[config.mk]
export PLATFORM = sky130hd
export DESIGN_NAME = gat_feat_stream_out
export DESIGN_NICKNAME = d
export VERILOG_FILES = /design/src/rtl/gat_pkg.sv /design/src/rtl/gat_byte_fifo.sv /design/src/rtl/gat_feat_stream_out.sv
export SDC_FILE = /design/constraint.sdc
export NUM_CORES = 1
export LEC_CHECK = 0
export ABC_AREA = 0
export CAP_MARGIN = 20
export CORE_ASPECT_RATIO = 1.75
export CORE_MARGIN = 4
export CORE_UTILIZATION = 40
export CTS_BUF_LIST = sky130_fd_sc_hd__clkbuf_2
export DETAILED_ROUTE_END_ITERATION = 8
export PLACE_DENSITY = 0.68
export SETUP_SLACK_MARGIN = 0.02
export SYNTH_ARGS = -nofsm -noshare
export SYNTH_HDL_FRONTEND = slang
export SYNTH_SLANG_ARGS = --single-unit
[constraint.sdc]
create_clock -name clk -period 4.2 [get_ports clk]
set_clock_uncertainty 0.15 [all_clocks]
set_input_delay 0.84 -clock clk [delete_from_list [all_inputs] [get_ports clk]]
set_output_delay 0.84 -clock clk [all_outputs]
set_load 0.01 [all_outputs]
[src/rtl/gat_pkg.sv]
// Shared definitions for the GAT feature readout path: FSM states, stream
// geometry and feature-BRAM sizing.
package gat_pkg;

    typedef enum logic [1:0] {
        ST_IDLE,
        ST_FETCH,
        ST_DRAIN,
        ST_DONE
    } gat_state_t;

    localparam int AXIS_DATA_W = 32;
    localparam int AXIS_KEEP_W = AXIS_DATA_W / 8;
    localparam int BEAT_BYTES  = 4;

    localparam int DEF_NUM_SUBGRAPHS     = 2708;
    localparam int DEF_NUM_FEATURE_OUT   = 16;
    localparam int DEF_NEW_FEATURE_DEPTH = DEF_NUM_SUBGRAPHS * DEF_NUM_FEATURE_OUT;

    function automatic int feat_addr_w(input int depth);
        return (depth > 1) ? $clog2(depth) : 1;
    endfunction

    localparam int DEF_NEW_FEATURE_ADDR_W = feat_addr_w(DEF_NEW_FEATURE_DEPTH);

endpackage

[src/rtl/gat_byte_fifo.sv]
// Byte FIFO between the BRAM read pipe and the beat packer: one push per
// cycle, up to BEAT_BYTES pops per cycle, with a look-ahead window.
module gat_byte_fifo
    import gat_pkg::*;
#(
    parameter int  DATA_WIDTH = 8,
    parameter int  FIFO_DEPTH = 8,
    localparam int PTR_W      = $clog2(FIFO_DEPTH),
    localparam int CNT_W      = PTR_W + 1
) (
    input  logic                                  clk,
    input  logic                                  rst_n,
    input  logic                                  i_push,
    input  logic [DATA_WIDTH-1:0]                 i_push_data,
    input  logic [2:0]                            i_pop_n,
    output logic [BEAT_BYTES-1:0][DATA_WIDTH-1:0] o_peek,
    output logic [CNT_W-1:0]                      o_count
);

    logic [DATA_WIDTH-1:0] r_mem [FIFO_DEPTH];
    logic [PTR_W-1:0]      r_wr_ptr;
    logic [PTR_W-1:0]      r_rd_ptr;
    logic [CNT_W-1:0]      r_count;

    // NOTE: storage is not reset; pointers and count alone say which entries are valid.
    always_ff @(posedge clk) begin
        if (i_push) begin
            r_mem[r_wr_ptr] <= i_push_data;
        end
    end

    always_ff @(posedge clk or negedge rst_n) begin
        if (!rst_n) begin
            r_wr_ptr <= '0;
            r_rd_ptr <= '0;
            r_count  <= '0;
        end else begin
            if (i_push) begin
                r_wr_ptr <= r_wr_ptr + PTR_W'(1);
            end
            r_rd_ptr <= r_rd_ptr + PTR_W'(i_pop_n);
            r_count  <= r_count + CNT_W'(i_push) - CNT_W'(i_pop_n);
        end
    end

    always_comb begin
        for (int k = 0; k < BEAT_BYTES; k++) begin
            o_peek[k] = r_mem[r_rd_ptr + PTR_W'(k)];
        end
    end

    assign o_count = r_count;

endmodule

[src/rtl/gat_feat_stream_out.sv]
// Sweeps the new-feature BRAM after the GAT core finishes and streams the
// bytes out as little-endian 32-bit AXI4-Stream beats with tlast/done.
module gat_feat_stream_out
    import gat_pkg::*;
#(
    parameter int DATA_WIDTH         = 8,
    parameter int NUM_SUBGRAPHS      = DEF_NUM_SUBGRAPHS,
    parameter int NUM_FEATURE_OUT    = DEF_NUM_FEATURE_OUT,
    parameter int NEW_FEATURE_DEPTH  = NUM_SUBGRAPHS * NUM_FEATURE_OUT,
    parameter int NEW_FEATURE_ADDR_W = feat_addr_w(NEW_FEATURE_DEPTH),
    parameter int RD_LATENCY         = 1,
    parameter int FIFO_DEPTH         = 8,
    parameter int AXIS_W             = AXIS_DATA_W
) (
    input  logic                          clk,
    input  logic                          rst_n,
    input  logic                          start,
    output logic [NEW_FEATURE_ADDR_W-1:0] feat_bram_addrb,
    input  logic [DATA_WIDTH-1:0]         feat_bram_dout,
    output logic [AXIS_W-1:0]             m_axis_tdata,
    output logic [AXIS_W/8-1:0]           m_axis_tkeep,
    output logic                          m_axis_tlast,
    output logic                          m_axis_tvalid,
    input  logic                          m_axis_tready,
    output logic                          busy,
    output logic                          done
);

    localparam int LEFT_W = NEW_FEATURE_ADDR_W + 1;
    localparam int CNT_W  = $clog2(FIFO_DEPTH) + 1;
    localparam int KEEP_W = AXIS_W / 8;

    gat_state_t                    r_state;
    logic [NEW_FEATURE_ADDR_W-1:0] r_addr;
    logic [RD_LATENCY-1:0]         r_rd_vld;
    logic [LEFT_W-1:0]             r_bytes_left;
    logic [AXIS_W-1:0]             r_tdata;
    logic [KEEP_W-1:0]             r_tkeep;
    logic                          r_tlast;
    logic                          r_tvalid;
    logic                          r_busy;
    logic                          r_done;

    logic [CNT_W-1:0]                      w_fifo_count;
    logic [CNT_W-1:0]                      w_inflight;
    logic [CNT_W:0]                        w_occupancy;
    logic [BEAT_BYTES-1:0][DATA_WIDTH-1:0] w_peek;
    logic                                  w_issue;
    logic                                  w_last_addr;
    logic                                  w_push;
    logic                                  w_out_free;
    logic                                  w_load;
    logic                                  w_last_hs;
    logic [2:0]                            w_pop_req;
    logic [2:0]                            w_pop_n;
    logic [AXIS_W-1:0]                     w_beat_data;
    logic [KEEP_W-1:0]                     w_beat_keep;

    always_comb begin
        w_inflight = '0;
        for (int i = 0; i < RD_LATENCY; i++) begin
            w_inflight = w_inflight + CNT_W'(r_rd_vld[i]);
        end
    end

    // Credit: a read is only issued if its byte is guaranteed a FIFO slot.
    assign w_occupancy = {1'b0, w_fifo_count} + {1'b0, w_inflight};
    assign w_issue     = (r_state == ST_FETCH) && (w_occupancy < (CNT_W+1)'(FIFO_DEPTH));
    assign w_last_addr = (r_addr == NEW_FEATURE_ADDR_W'(NEW_FEATURE_DEPTH - 1));
    assign w_push      = r_rd_vld[RD_LATENCY-1];

    assign w_out_free = !r_tvalid || m_axis_tready;
    assign w_pop_req  = (r_bytes_left >= LEFT_W'(BEAT_BYTES)) ? 3'(BEAT_BYTES) : r_bytes_left[2:0];
    assign w_load     = w_out_free && (r_bytes_left != '0) && (w_fifo_count >= CNT_W'(w_pop_req));
    assign w_pop_n    = w_load ? w_pop_req : 3'd0;
    assign w_last_hs  = r_tvalid && m_axis_tready && r_tlast;

    // NOTE: every signal gets a default before the loop so no path infers a latch.
    always_comb begin
        w_beat_data = '0;
        w_beat_keep = '0;
        for (int k = 0; k < BEAT_BYTES; k++) begin
            if (3'(k) < w_pop_req) begin
                w_beat_data[k*DATA_WIDTH +: DATA_WIDTH] = w_peek[k];
                w_beat_keep[k]                          = 1'b1;
            end
        end
    end

    gat_byte_fifo #(
        .DATA_WIDTH (DATA_WIDTH),
        .FIFO_DEPTH (FIFO_DEPTH)
    ) u_fifo (
        .clk         (clk),
        .rst_n       (rst_n),
        .i_push      (w_push),
        .i_push_data (feat_bram_dout),
        .i_pop_n     (w_pop_n),
        .o_peek      (w_peek),
        .o_count     (w_fifo_count)
    );

    // NOTE: sequential state uses <= so every flop samples pre-edge values.
    always_ff @(posedge clk or negedge rst_n) begin
        if (!rst_n) begin
            r_state <= ST_IDLE;
            r_addr  <= '0;
            r_busy  <= 1'b0;
            r_done  <= 1'b0;
        end else begin
            case (r_state)
                ST_IDLE: begin
                    if (start) begin
                        r_state <= ST_FETCH;
                        r_busy  <= 1'b1;
                    end
                end
                ST_FETCH: begin
                    if (w_issue) begin
                        if (w_last_addr) begin
                            r_state <= ST_DRAIN;
                        end else begin
                            r_addr <= r_addr + NEW_FEATURE_ADDR_W'(1);
                        end
                    end
                end
                ST_DRAIN: begin
                    if (w_last_hs) begin
                        r_state <= ST_DONE;
                        r_busy  <= 1'b0;
                        r_done  <= 1'b1;
                    end
                end
                ST_DONE: begin
                    r_state <= ST_IDLE;
                    r_done  <= 1'b0;
                    r_addr  <= '0;
                end
                default: r_state <= ST_IDLE;
            endcase
        end
    end

    always_ff @(posedge clk or negedge rst_n) begin
        if (!rst_n) begin
            r_rd_vld <= '0;
        end else begin
            r_rd_vld[0] <= w_issue;
            for (int i = 1; i < RD_LATENCY; i++) begin
                r_rd_vld[i] <= r_rd_vld[i-1];
            end
        end
    end

    // Output register reloads in the same cycle its beat is accepted.
    always_ff @(posedge clk or negedge rst_n) begin
        if (!rst_n) begin
            r_bytes_left <= '0;
            r_tdata      <= '0;
            r_tkeep      <= '0;
            r_tlast      <= 1'b0;
            r_tvalid     <= 1'b0;
        end else begin
            if (r_state == ST_IDLE && start) begin
                r_bytes_left <= LEFT_W'(NEW_FEATURE_DEPTH);
            end else if (w_load) begin
                r_bytes_left <= r_bytes_left - LEFT_W'(w_pop_req);
            end

            if (w_load) begin
                r_tdata  <= w_beat_data;
                r_tkeep  <= w_beat_keep;
                r_tlast  <= (r_bytes_left == LEFT_W'(w_pop_req));
                r_tvalid <= 1'b1;
            end else if (r_tvalid && m_axis_tready) begin
                r_tdata  <= '0;
                r_tkeep  <= '0;
                r_tlast  <= 1'b0;
                r_tvalid <= 1'b0;
            end
        end
    end

    assign feat_bram_addrb = r_addr;
    assign m_axis_tdata    = r_tdata;
    assign m_axis_tkeep    = r_tkeep;
    assign m_axis_tlast    = r_tlast;
    assign m_axis_tvalid   = r_tvalid;
    assign busy            = r_busy;
    assign done            = r_done;

endmodule

* Yosys cells after proc, flatten, opt, wreduce, memory -nomap -nowiden
Memory sizes are Yosys's and may differ from the RTL's. Cells that the tools add are included.
Storage, ports and cells: register bits 86, memory bits (writable) 64, bits of input ports 12, output and inout port bits 56, word-level logic and storage cells 94, memories kept 1
Cells by class: add/subtract/negate cells 10, order comparisons 7, eq/ne operators 10, muxes and demuxes 34, reduce and logical (&&, ||, !) cells 19
Memory list:
- u_fifo.r_mem | depth 8, bits a word 8, rd ports 4, clocked after Yosys merged registers in 0, write ports 1, RTL line gat_byte_fifo.sv:20 | logic [DATA_WIDTH-1:0] r_mem [FIFO_DEPTH];
Operators by type and width (number):
- 2-to-1 mux 32 bit | 2
- 2-to-1 mux 17 bit | 2
- 2-to-1 mux 16 bit | 2
- 2-to-1 mux 8 bit | 4
- case mux 16 bit (2 select lines) | 1
- == test 17 x 3 -> 1 bit | 1
- >= comparator 17 x 3 -> 1 bit (second input constant) | 1
- nonzero test 17 bit | 1
- subtractor 17 x 3 -> 17 bit | 1
- adder 16 x 1 -> 16 bit (second input constant) | 1
- == test 16 bit (second input constant) | 1
- 2-to-1 mux 1 bit | 12
- != test 2 bit (second input constant) | 5
- nonzero test 2 bit | 5
- 2-to-1 mux 2 bit | 4
- 2-to-1 mux 4 bit | 2
- case mux 2 bit (4 select lines) | 1
- adder 3 x 1 -> 3 bit (second input constant) | 2
- adder 3 x 2 -> 3 bit (second input constant) | 2
- logical AND 1 bit | 6
- < comparator 1 x 3 -> 1 bit (first input constant) | 2
- < comparator 2 x 3 -> 1 bit (first input constant) | 2
- 2-to-1 mux 3 bit | 2
- AND reduction 3 bit | 2
- 14 further kinds | 16

* Logic depth before layout (Yosys ltp)
depth after elaboration 6, mapped depth 15, gate-level depth less buffers 14

* Hierarchy
A second synthesis with hierarchy kept.
Unflattened totals: cells, all modules 620, area total of the unflattened synthesis 7872.6 um^2
Modules (own cells, without submodules):
- gat_byte_fifo | instances 1, cells each 256, area each 4117.7 um^2, seq. area each 2172.1 um^2
- gat_feat_stream_out | instances 1, cells each 364, area each 3754.9 um^2, seq. area each 1901.8 um^2

* Least setup slack after synthesis
No wires, ideal clock.
path kind reg2reg, start point register r_bytes_left[6], end point register u_fifo.r_count[3], in the netlist u_fifo.o_count[3], library setup time 0.124 ns, arrival time 3.597 ns, data required time 3.926 ns, setup slack 0.329 ns, stages on the path, launching flop included 16, path buffers 1, period minus slack after synthesis 3.871 ns, cell sequence dfrtp_1 nor4_1 nand4_1 clkinv_1 nand2_1 ha_1 nand2_1 o21a_1 nor2_1 clkbuf_1 nand3_1 ha_1 ha_1 a21o_1 a21oi_1 xnor2_1
Between the ends: longest elaborated chain between the ends 6, elaborated cells on any way between the ends 8, classes of those cells 1 x add/sub; 2 x order compare; 2 x mux; 3 x reduce/logical
Ends and longest elaborated chain:
- from (decl) | RTL line gat_feat_stream_out.sv:36 | logic [LEFT_W-1:0] r_bytes_left;
- from (signal assigned) | RTL line gat_feat_stream_out.sv:165 | r_bytes_left <= LEFT_W'(NEW_FEATURE_DEPTH);
- from (signal assigned) | RTL line gat_feat_stream_out.sv:167 | r_bytes_left <= r_bytes_left - LEFT_W'(w_pop_req);
- >= comparator 17 x 3 -> 1 bit | RTL line gat_feat_stream_out.sv:73 | assign w_pop_req = (r_bytes_left >= LEFT_W'(BEAT_BYTES)) ? 3'(BEAT_BYTES) : r_bytes_left[2:0];
- 2-to-1 mux 3 bit | RTL line gat_feat_stream_out.sv:73
- >= comparator 4 x 3 -> 1 bit | RTL line gat_feat_stream_out.sv:74 | assign w_load = w_out_free && (r_bytes_left != '0) && (w_fifo_count >= CNT_W'(w_pop_req));
- logical AND 1 bit | RTL line gat_feat_stream_out.sv:74
- 2-to-1 mux 3 bit (*) | RTL line gat_feat_stream_out.sv:75 | assign w_pop_n = w_load ? w_pop_req : 3'd0;
- subtractor 4 x 3 -> 4 bit (*) | RTL line gat_byte_fifo.sv:42 | r_count <= r_count + CNT_W'(i_push) - CNT_W'(i_pop_n);
- to (signal assigned) | RTL line gat_byte_fifo.sv:42
- to (decl) | RTL line gat_byte_fifo.sv:23 | logic [CNT_W-1:0] r_count;
Every way passes the cells marked *; elsewhere a longest branch is shown, timed or not. A chain may end at the register's enable or synchronous reset.

* Worst setup path in the final report
start point register r_bytes_left[4], end point register u_fifo.r_count[3], in the netlist u_fifo.o_count[3]
The elaborated chain is that of the path after synthesis.

==> qor.csv <==
metric;value;unit
nets;693;
first-pass iteration count of the detailed router;4;
row count;68;
Die Span X;115;um
FFs w/ async S/R, synth;57.3;%
IO Port Bufs;67;
WP data required;4.73;ns
endpoint class of the critical path;flop;
gpl congestion;0.840;
FMAX;266;MHz
Tmin final;3.76;ns
core box area;0.0197;mm2
Worst EP arrival;4.28;ns
Hold/Removal Path Class;reg -> reg;
Synth Warn #;0;
Worst-Skew Late Latency;0.72;ns
Post-synth EDFFs;64;
Syn-to-layout area delta;15.9;%
post-synth cell types;63;
worst setup path end;u_fifo.o_count[3];
cell area after synthesis;0.00796;mm2
Via density;5.94;
most frequent cells in the layout;dfrtp_1, clkdlybuf4s50_1, edfxtp_1;
Slew @ Worst Pin;1.10;ns
ratio of cells with drive above 1 in the final layout;18.7;%
# IOs;68;
antenna-violating nets left;0;
CTS tree;done;
critical path type;reg -> reg;
status;completed;
Avg WL per Cell;21.1;um
Seq cells post-synth;150;
maximum vdd ir drop;423;uV
Fin. Hold Viols;0;
synthesized area per cell;13.6;um2
Crit Path Max Fanout;9;
synthesized net count;619;
vias in the first global route;5852;
final setup fails;0;
reg2reg setup slack;0.44;ns
DIE HEIGHT;195;um
synth top area cells;dfrtp_1, edfxtp_1, mux4_2;
RSZ-0062 raised after global routing;false;
post-detail-place hpwl;13900;um
Static Leak;3.44;nW
commonest non-fill, non-tap cell in the layout;dfrtp_1;
Clock Pin Slew Worst Setup and Hold Paths;0.25;ns
starting density of the core;40.5;%
first-pass GRT wire length;31400;um
worst r2r path cells;14;
fin crit share;89.4;%
Residual DRC;0;
Main synth FF type;dfrtp_1;
reg2reg end;u_fifo.o_count[3];
total track usage;18.2;%
Via Count;5461;
final setup TNS;0;ns
Synth area leader;dfrtp_1;
total CTS buffers;17;
normalized max-slew margin;26.7;%
GR Overflow Total;0;
filler instances;1780;
CP Launch Point;r_bytes_left[4];
maxcap violations;0;
type of origin of the critical path;flop;
power per cell area;679;mW/mm2
Iter 0 DRT Violations;348;
reg-to-reg startpoint;r_bytes_left[4];
antenna violations before repair;1;
largest net degree at the start of global routing;64;
register area share after synthesis;51.2;%
Mapped Cells;587;
hold_ws;0.375;ns
post-synth top area share;27.0;%
Detailed Route WL;19500;um
htree depth;4;
max-slew violations;0;
Sink Count;150;
Longest Clk Path Bufs;2;
die footprint;0.0223;mm2
CTS root buf;clkbuf_2;
Cells on Worst Hold Path;1;
## layer usage
| layer | part of all wire, % | vias to the layer above | global-route usage, % |
|---|---|---|---|
| met1 | 35 | 2773 | 19.5 |
| li1 | - | 2468 | - |
| met5 | 0 | - | 0 |
| met2 | 57 | 182 | 33.8 |
| met4 | 3.3 | 0 | 8.06 |
| met3 | 5.1 | 38 | 3.27 |
## critical path, stage by stage, from the launching register on
cell and delay, ns:
dfrtp_1 0.47, nor4_1 0.43, nand4_1 0.22, clkinv_1 0.20
nand2_1 0.08, ha_1 0.29, nand2_1 0.06, o21a_1 0.21
nor2_1 0.33, nand3_1 0.17, ha_1 0.33, ha_1 0.30
a21o_1 0.18, a21oi_1 0.16, xnor2_1 0.13
## sequential cells by signal, summed over array words and instances (netlist names), 2 cells and up
| signal | count |
|---|---|
| u_fifo.r_mem | 64 |
| u_fifo.o_count | 4 |
| m_axis_tdata | 32 |
| r_bytes_left | 17 |
| feat_bram_addrb | 16 |
| u_fifo.r_rd_ptr | 3 |
| u_fifo.r_wr_ptr | 3 |
| r_state | 2 |
| m_axis_tkeep | 4 |
## synthesized netlist by cell type (6+ instances only)
library cell	number
mux4_2	56
nand2_1	38
nand2b_1	6
nor2_1	31
and2_1	7
mux2i_1	38
ha_1	18
nor3_1	9
o31ai_1	6
or4_1	9
o21ai_0	18
buf_1	6
nor4_1	7
or3_1	6
a21oi_1	10
nand3_1	12
nand4_1	12
edfxtp_1	64
buf_2	6
clkbuf_1	16
o2bb2ai_1	32
xnor2_1	16
dfrtp_1	86
xor2_1	7
inv_1	13
## per-stage QoR
stage          instance area, um2  instances  total power [W]  setup slack, ns  utilization [%]
3_5_place_dp                 8940        885          0.00545            0.444             45.5
6_report                     9230        920          0.00627            0.444             46.9
4_1_cts                      9190        918          0.00629            0.404             46.8
5_1_grt                      9230        920          0.00669           0.0493             46.9
3_3_place_gp                 8940        885          0.00534            0.551             45.5
2_1_floorplan                7960        587          0.00425            0.329                -
## layout make-up
type	count	area, um2	area share, %
diodes	1	2.50	0.0271
clock buffers	17	85.1	0.922
clock inverters	15	156	1.70
inverters	16	60.1	0.651
multi-input cells	392	3720	40.3
flip-flops and latches	150	4080	44.2
well taps	245	307	3.32
repair buffers	84	818	8.87
## how the worst min path moves through the flow
| stage | start | end | slack, ns |
|---|---|---|---|
| floorplan | u_fifo.r_wr_ptr[2] | u_fifo.r_wr_ptr[2] | 0.37 |
| global placement | m_axis_tkeep[2] | m_axis_tkeep[2] | 0.33 |
| detailed placement | m_axis_tdata[27] | m_axis_tdata[27] | 0.33 |
| CTS | m_axis_tkeep[2] | m_axis_tkeep[2] | 0.38 |
| global route | m_axis_tdata[1] | m_axis_tdata[1] | 0.40 |
| finish | m_axis_tkeep[2] | m_axis_tkeep[2] | 0.37 |
## report_power, final
group	switching [W]	leakage (nW)	internal, W
logic	0.00152	1.67	0.00145
clock network	0.000576	0.139	0.000240
registers	0.000473	1.63	0.00200
total	0.00257	3.44	0.00369
## repair_timing
action                                  in CTS  in global routing
hold buffers                                 1                  0
buffers inserted                             0                  0
hold endpoints to repair                    10                  0
endpoints found under the setup margin       0                  1
gates resized for setup                      0                  1
## cells by family after synthesis
group | count (synthesis) | share of synthesized area (%)
AND/OR/NAND/NOR | 153 | 10.2
flip-flops | 150 | 51.2
AO/OA/AOI/OAI | 98 | 9.40
multiplexers | 97 | 21.1
buffers and inverters | 45 | 2.23
XOR/XNOR | 23 | 2.53
adder cells (fa/ha/maj) | 20 | 3.33
other | 1 | 0.0471
No activity file was read; power rests on OpenSTA's default activity.
